File: src/rtl/cam_stream_gen.sv
// Replays a stored 3-bit-per-pixel frame as an OV-style camera stream (pclk, vsync, href, d).
// Frame RAM reads are issued one sysclk ahead of each active pixel boundary.
module cam_stream_gen #(
  parameter int H_ACTIVE = 256,
  parameter int H_BLANK  = 64,
  parameter int V_SYNC   = 3,
  parameter int V_BP     = 17,
  parameter int V_ACTIVE = 240,
  parameter int V_FP     = 10
) (
  input  logic        sysclk,
  input  logic        reset,
  input  logic        en,
  output logic [15:0] rdaddr,
  output logic        rden,
  input  logic [2:0]  q,
  output logic        pclk,
  output logic        vsync,
  output logic        href,
  output logic [2:0]  d,
  output logic        frame_done
);

  localparam int H_TOTAL = H_ACTIVE + H_BLANK;
  localparam int HW      = $clog2(H_TOTAL + 1);
  localparam int V_MAX01 = (V_SYNC > V_BP) ? V_SYNC : V_BP;
  localparam int V_MAX23 = (V_ACTIVE > V_FP) ? V_ACTIVE : V_FP;
  localparam int V_MAX   = (V_MAX01 > V_MAX23) ? V_MAX01 : V_MAX23;
  localparam int VW      = $clog2(V_MAX + 1);

  localparam logic [HW-1:0] H_LAST = HW'(H_TOTAL - 1);
  localparam logic [HW-1:0] H_ACT  = HW'(H_ACTIVE);

  typedef enum logic [2:0] {
    S_IDLE,
    S_VSYNC,
    S_VBACK,
    S_ACTIVE,
    S_VFRONT
  } state_t;

  state_t          state, nxt_state;
  logic [HW-1:0]   hcnt, nxt_hcnt;
  logic [VW-1:0]   vcnt, nxt_vcnt;
  logic [VW-1:0]   v_last;
  logic            phase;
  logic [15:0]     addr;
  logic            nxt_href;
  logic            nxt_vsync;
  logic            frame_end;
  logic            enter_vsync;

  assign pclk = phase;

  always_ff @(posedge sysclk or posedge reset) begin
    if (reset) begin
      state <= S_IDLE;
      hcnt  <= '0;
      vcnt  <= '0;
    end else if (phase) begin
      state <= nxt_state;
      hcnt  <= nxt_hcnt;
      vcnt  <= nxt_vcnt;
    end
  end

  // Next-pixel view: evaluated on both phases so the read for the upcoming
  // pixel can be issued half a pixel before the boundary that commits it.
  always_comb begin
    nxt_state = state;
    nxt_hcnt  = hcnt;
    nxt_vcnt  = vcnt;
    frame_end = 1'b0;
    case (state)
      S_VSYNC:  v_last = VW'(V_SYNC - 1);
      S_VBACK:  v_last = VW'(V_BP - 1);
      S_ACTIVE: v_last = VW'(V_ACTIVE - 1);
      S_VFRONT: v_last = VW'(V_FP - 1);
      default:  v_last = '0;
    endcase
    if (state == S_IDLE) begin
      if (en) begin
        nxt_state = S_VSYNC;
        nxt_hcnt  = '0;
        nxt_vcnt  = '0;
      end
    end else if (hcnt == H_LAST) begin
      nxt_hcnt = '0;
      if (vcnt == v_last) begin
        nxt_vcnt = '0;
        case (state)
          S_VSYNC:  nxt_state = S_VBACK;
          S_VBACK:  nxt_state = S_ACTIVE;
          S_ACTIVE: nxt_state = S_VFRONT;
          S_VFRONT: begin
            frame_end = 1'b1;
            nxt_state = en ? S_VSYNC : S_IDLE;
          end
          default:  nxt_state = S_IDLE;
        endcase
      end else begin
        nxt_vcnt = vcnt + 1'b1;
      end
    end else begin
      nxt_hcnt = hcnt + 1'b1;
    end
    nxt_vsync   = (nxt_state == S_VSYNC);
    nxt_href    = (nxt_state == S_ACTIVE) && (nxt_hcnt < H_ACT);
    enter_vsync = (nxt_state == S_VSYNC) && (state != S_VSYNC);
  end

  always_ff @(posedge sysclk or posedge reset) begin
    if (reset) begin
      phase      <= 1'b0;
      vsync      <= 1'b0;
      href       <= 1'b0;
      d          <= '0;
      rden       <= 1'b0;
      rdaddr     <= '0;
      addr       <= '0;
      frame_done <= 1'b0;
    end else begin
      phase      <= ~phase;
      frame_done <= 1'b0;
      if (phase) begin
        vsync      <= nxt_vsync;
        href       <= nxt_href;
        d          <= nxt_href ? q : '0;
        frame_done <= frame_end;
        rden       <= 1'b0;
        if (enter_vsync) addr <= '0;
      end else begin
        rden <= nxt_href;
        if (nxt_href) begin
          rdaddr <= addr;
          addr   <= addr + 16'd1;
        end
      end
    end
  end

endmodule
File: config.mk
export PLATFORM = sky130hd
export DESIGN_NAME = cam_stream_gen
export DESIGN_NICKNAME = d
export VERILOG_FILES = /design/src/rtl/cam_stream_gen.sv
export SDC_FILE = /design/constraint.sdc
export NUM_CORES = 1
export LEC_CHECK = 0
export ABC_AREA = 1
export ABC_CLOCK_PERIOD_IN_PS = 3300
export CAP_MARGIN = 30
export CORE_UTILIZATION = 40
export CTS_BUF_LIST = sky130_fd_sc_hd__clkbuf_16
export DETAILED_ROUTE_END_ITERATION = 6
export PLACE_DENSITY_LB_ADDON = 0.08
export SLEW_MARGIN = 20
export SYNTH_ARGS = -nofsm -noshare
export SYNTH_HDL_FRONTEND = slang
export SYNTH_SLANG_ARGS = --single-unit
File: constraint.sdc
create_clock -name sysclk -period 3.3 [get_ports sysclk]
set_clock_uncertainty 0.15 [all_clocks]
set_input_delay 0.33 -clock sysclk [delete_from_list [all_inputs] [get_ports sysclk]]
set_output_delay 0.33 -clock sysclk [all_outputs]
set_load 0.01 [all_outputs]
==> out/results.tsv <==
stage	metric	value	unit
floorplan	starting density of the core	0.4170	
clock_tree	Root Buffer Master	clkbuf_16	
power_and_ir_drop	Flop pwr share	0.443	
clock_tree	# H-tree levels	3	
route	Routed WL	7.428	mm
critical_path	Worst EP required	3370	ps
synth	Mapped Area	3239	um2
clock_tree	maximum clock insertion buffer count	2	
grt	vias in the first global route	2698	
timing	unrepaired setup endpoints after global routing	no	
floorplan	die area	8462	um2
synth	Post-synth EDFFs	0	
finish	ratio of cells with drive above 1 in the final layout	0.09402	
synth	Post-Syn Area per Cell	7.533	um2
place	# port buffers	29	
critical_path	Reg2Reg Setup Slack	550	ps
critical_path	startpoint types	register	
synth	commonest register cell after synthesis	dfrtp_1	
route	Detailed Routing Iterations Pass 1	4	
synth	top cells by count, synth	nand2_1, dfrtp_1, nor2_1	
critical_path	Worst Reg-to-Reg Cells	13	
floorplan	core area	7767	um2
clock_tree	Setup Fix Bufs, Post-CTS	0	
grt	first-pass GRT wire length	12.90	mm
timing	setup ws final	547.1	ps
clock_tree	CTS tree	yes	
floorplan	I/O Pins	30	
power_and_ir_drop	combinational share of power	0.014	
route	via/cell ratio	4.954	
clock_tree	CTS clock-pin slew for the worst setup and hold paths	50	ps
synth	Mapped Cells	430	
place	hpwl dp	5.165	mm
grt	grt ovf	0	
timing	Final Slew Violations	0	
critical_path	Reg2Reg Launch Point	hcnt[0]$_DFFE_PP0P_	
finish	Total Nets Final	472	
floorplan	Die X	91.99	um
timing	Final setup viols	0	
synth	Yosys cell types	34	
synth	most common cell in the netlist	nand2_1	
timing	period utilization	0.8342	
place	Final GP Congestion	0.8231	
critical_path	WS Path Type	reg2reg	
clock_tree	PostCTS Resize Cnt	0	
critical_path	CP Capture Type	register	
clock_tree	worst-skew pair later-pin latency	330	ps
run	MaxCap Viol Count	0	
clock_tree	CTS Buf Count	9	
power_and_ir_drop	clock power share	0.543	
timing	fin crit period	2753	ps
synth	Seq cells post-synth	60	
place	Worst Setup Slack post-DPL	529.3	ps
power_and_ir_drop	P per Cell Area	425.8	nW/um2
power_and_ir_drop	sw frac	0.2088	
timing	sum of negative setup slack	0	ps
floorplan	Die Ht	91.99	um
synth	Synth top area share	0.4635	
worst_hold_path	Hold Path Class	in2async	
grt	largest net degree at the start of global routing	28	
critical_path	Critical R2R Capture	addr[8]$_DFFE_PP0P_	
synth	synth warn	0	
synth	Synth area leader	dfrtp_1	
grt	All-Layer GR Usage	0.1959	
run_status	status	complete, no violations	
grt	initial antenna violation count	0	
power_and_ir_drop	Leakage	1.926	nW
floorplan	row count	32	
critical_path	CP arrival	2820	ps
timing	worst slew pin tran	533.0	ps
clock_tree	Sinks on Clock Net	60	
finish	ant diodes	0	
synth	async set or reset register ratio after synthesis	1.000	
synth	largest cells by area after synthesis	dfrtp_1, nand2_1, nand3_1	
timing	f_max	363.2	MHz
finish	area grow syn2layout	20.59	%
power_and_ir_drop	switching power	0.0003472	W
power_and_ir_drop	Int Power	0.001316	W
route	ANT nets after route	0	
route	vias	2824	
clock_tree	# hold bufs at CTS	0	
finish	fill cell count	775	
synth	sequential area share after synthesis	0.4635	
route	Routed WL per cell	13.03	um
route	Residual DRC	0	
timing	relative slew slack	0.6441	
power_and_ir_drop	VDD IR-drop max	0.2283	mV
critical_path	largest fanout on the critical path	27	
synth	syn nets	439	
route	Iter 0 DRT Violations	108	
timing	Final Hold Vio Count	0	
metrics by stage:
stage	utilization	std cells	power, W	hold WS, ps	area, um2
detailed placement	0.4663	554	0.0007737	318.8	3622
global placement	0.4663	554	0.0007732	314.2	3622
floorplan	-	430	0.0007599	295.2	3239
finish	0.5029	570	0.001663	227.4	3906
CTS	0.5029	570	0.001683	249.8	3906
global route	0.5029	570	0.001723	286.3	3906
cells in the final DEF (no fill, tap or decap), types with 4 or more instances in the layout:
cell and instances:
inv_2 9, buf_4 4, nand3_1 43, xor2_1 11, inv_1 41, dfrtp_1 60
a21oi_1 7, o21ai_0 12, nand2_1 135, clkdlybuf4s50_1 29, nor3_1 11, nor2_1 46
clkbuf_16 9, nor2_2 7, o21ai_1 8
area by class of cell:
type / instances / area [um2] / area share
clock inverter: 7 / 58.81 / 0.01505
timing repair buffer: 33 / 320.3 / 0.08200
tap: 102 / 127.6 / 0.03267
sequential: 60 / 1501 / 0.3844
multi-input combinational: 310 / 1489 / 0.3812
clock buffer: 9 / 225.2 / 0.05766
inverter: 49 / 183.9 / 0.04709
power by group through the flow:
stage | clock, W | sequential (W) | combinational (W)
6_report | 0.000904 | 0.000737 | 0.0000228
5_1_grt | 0.000961 | 0.000736 | 0.0000268
4_1_cts | 0.000922 | 0.000736 | 0.0000246
3_5_place_dp | 0 | 0.000749 | 0.0000245
3_3_place_gp | 0 | 0.000749 | 0.0000240
2_1_floorplan | 0 | 0.000749 | 0.0000107
state kept, by name, summed over array words and instances, names as in the netlist:
register,cells
d,3
vsync,1
rdaddr,16
rden,1
pclk,1
hcnt,9
frame_done,1
state,3
vcnt,8
href,1
addr,16
kinds of logic after synthesis:
| kind of cell | count (synthesis) | share of synthesized area |
|---|---|---|
| xor+xnor | 11 | 0.02974 |
| fa+ha+maj | 3 | 0.01159 |
| simple gates | 260 | 0.3538 |
| mux | 1 | 0.003090 |
| compound gates | 35 | 0.06141 |
| buf+inv | 60 | 0.07686 |
| flops | 60 | 0.4635 |
worst max-delay path, cell delays in order, from the launching register on:
cell and delay, ps:
dfrtp_1 350, ha_1 180, inv_2 50, nor2_2 140
nand3_1 140, nor2_2 180, nor2_1 150, inv_1 120
nand3_2 80, a21oi_1 190, nand3_2 360, buf_4 370
nand3_1 120, nand2_1 60
how the worst max path moves through the flow:
stage                             start                   to  slack [ps]  cells after the start
floorplan           hcnt[0]$_DFFE_PP0P_  addr[5]$_DFFE_PP0P_        1140                     16
global placement    hcnt[0]$_DFFE_PP0P_  addr[7]$_DFFE_PP0P_         610                     13
detailed placement  hcnt[0]$_DFFE_PP0P_  addr[7]$_DFFE_PP0P_         530                     13
CTS                 hcnt[0]$_DFFE_PP0P_  addr[7]$_DFFE_PP0P_         510                     13
global route        hcnt[1]$_DFFE_PP0P_  addr[6]$_DFFE_PP0P_         260                     13
finish              hcnt[0]$_DFFE_PP0P_  addr[8]$_DFFE_PP0P_         550                     13
layer usage:
layer,GRT usage,up-vias,wire [um]
met2,0.3116,39,3477
met5,0,-,0
met3,0.04561,18,202
met1,0.2553,1325,3560
met4,0.08333,0,187
li1,-,1442,-
Note: power is estimated with default switching activity, not from simulation.
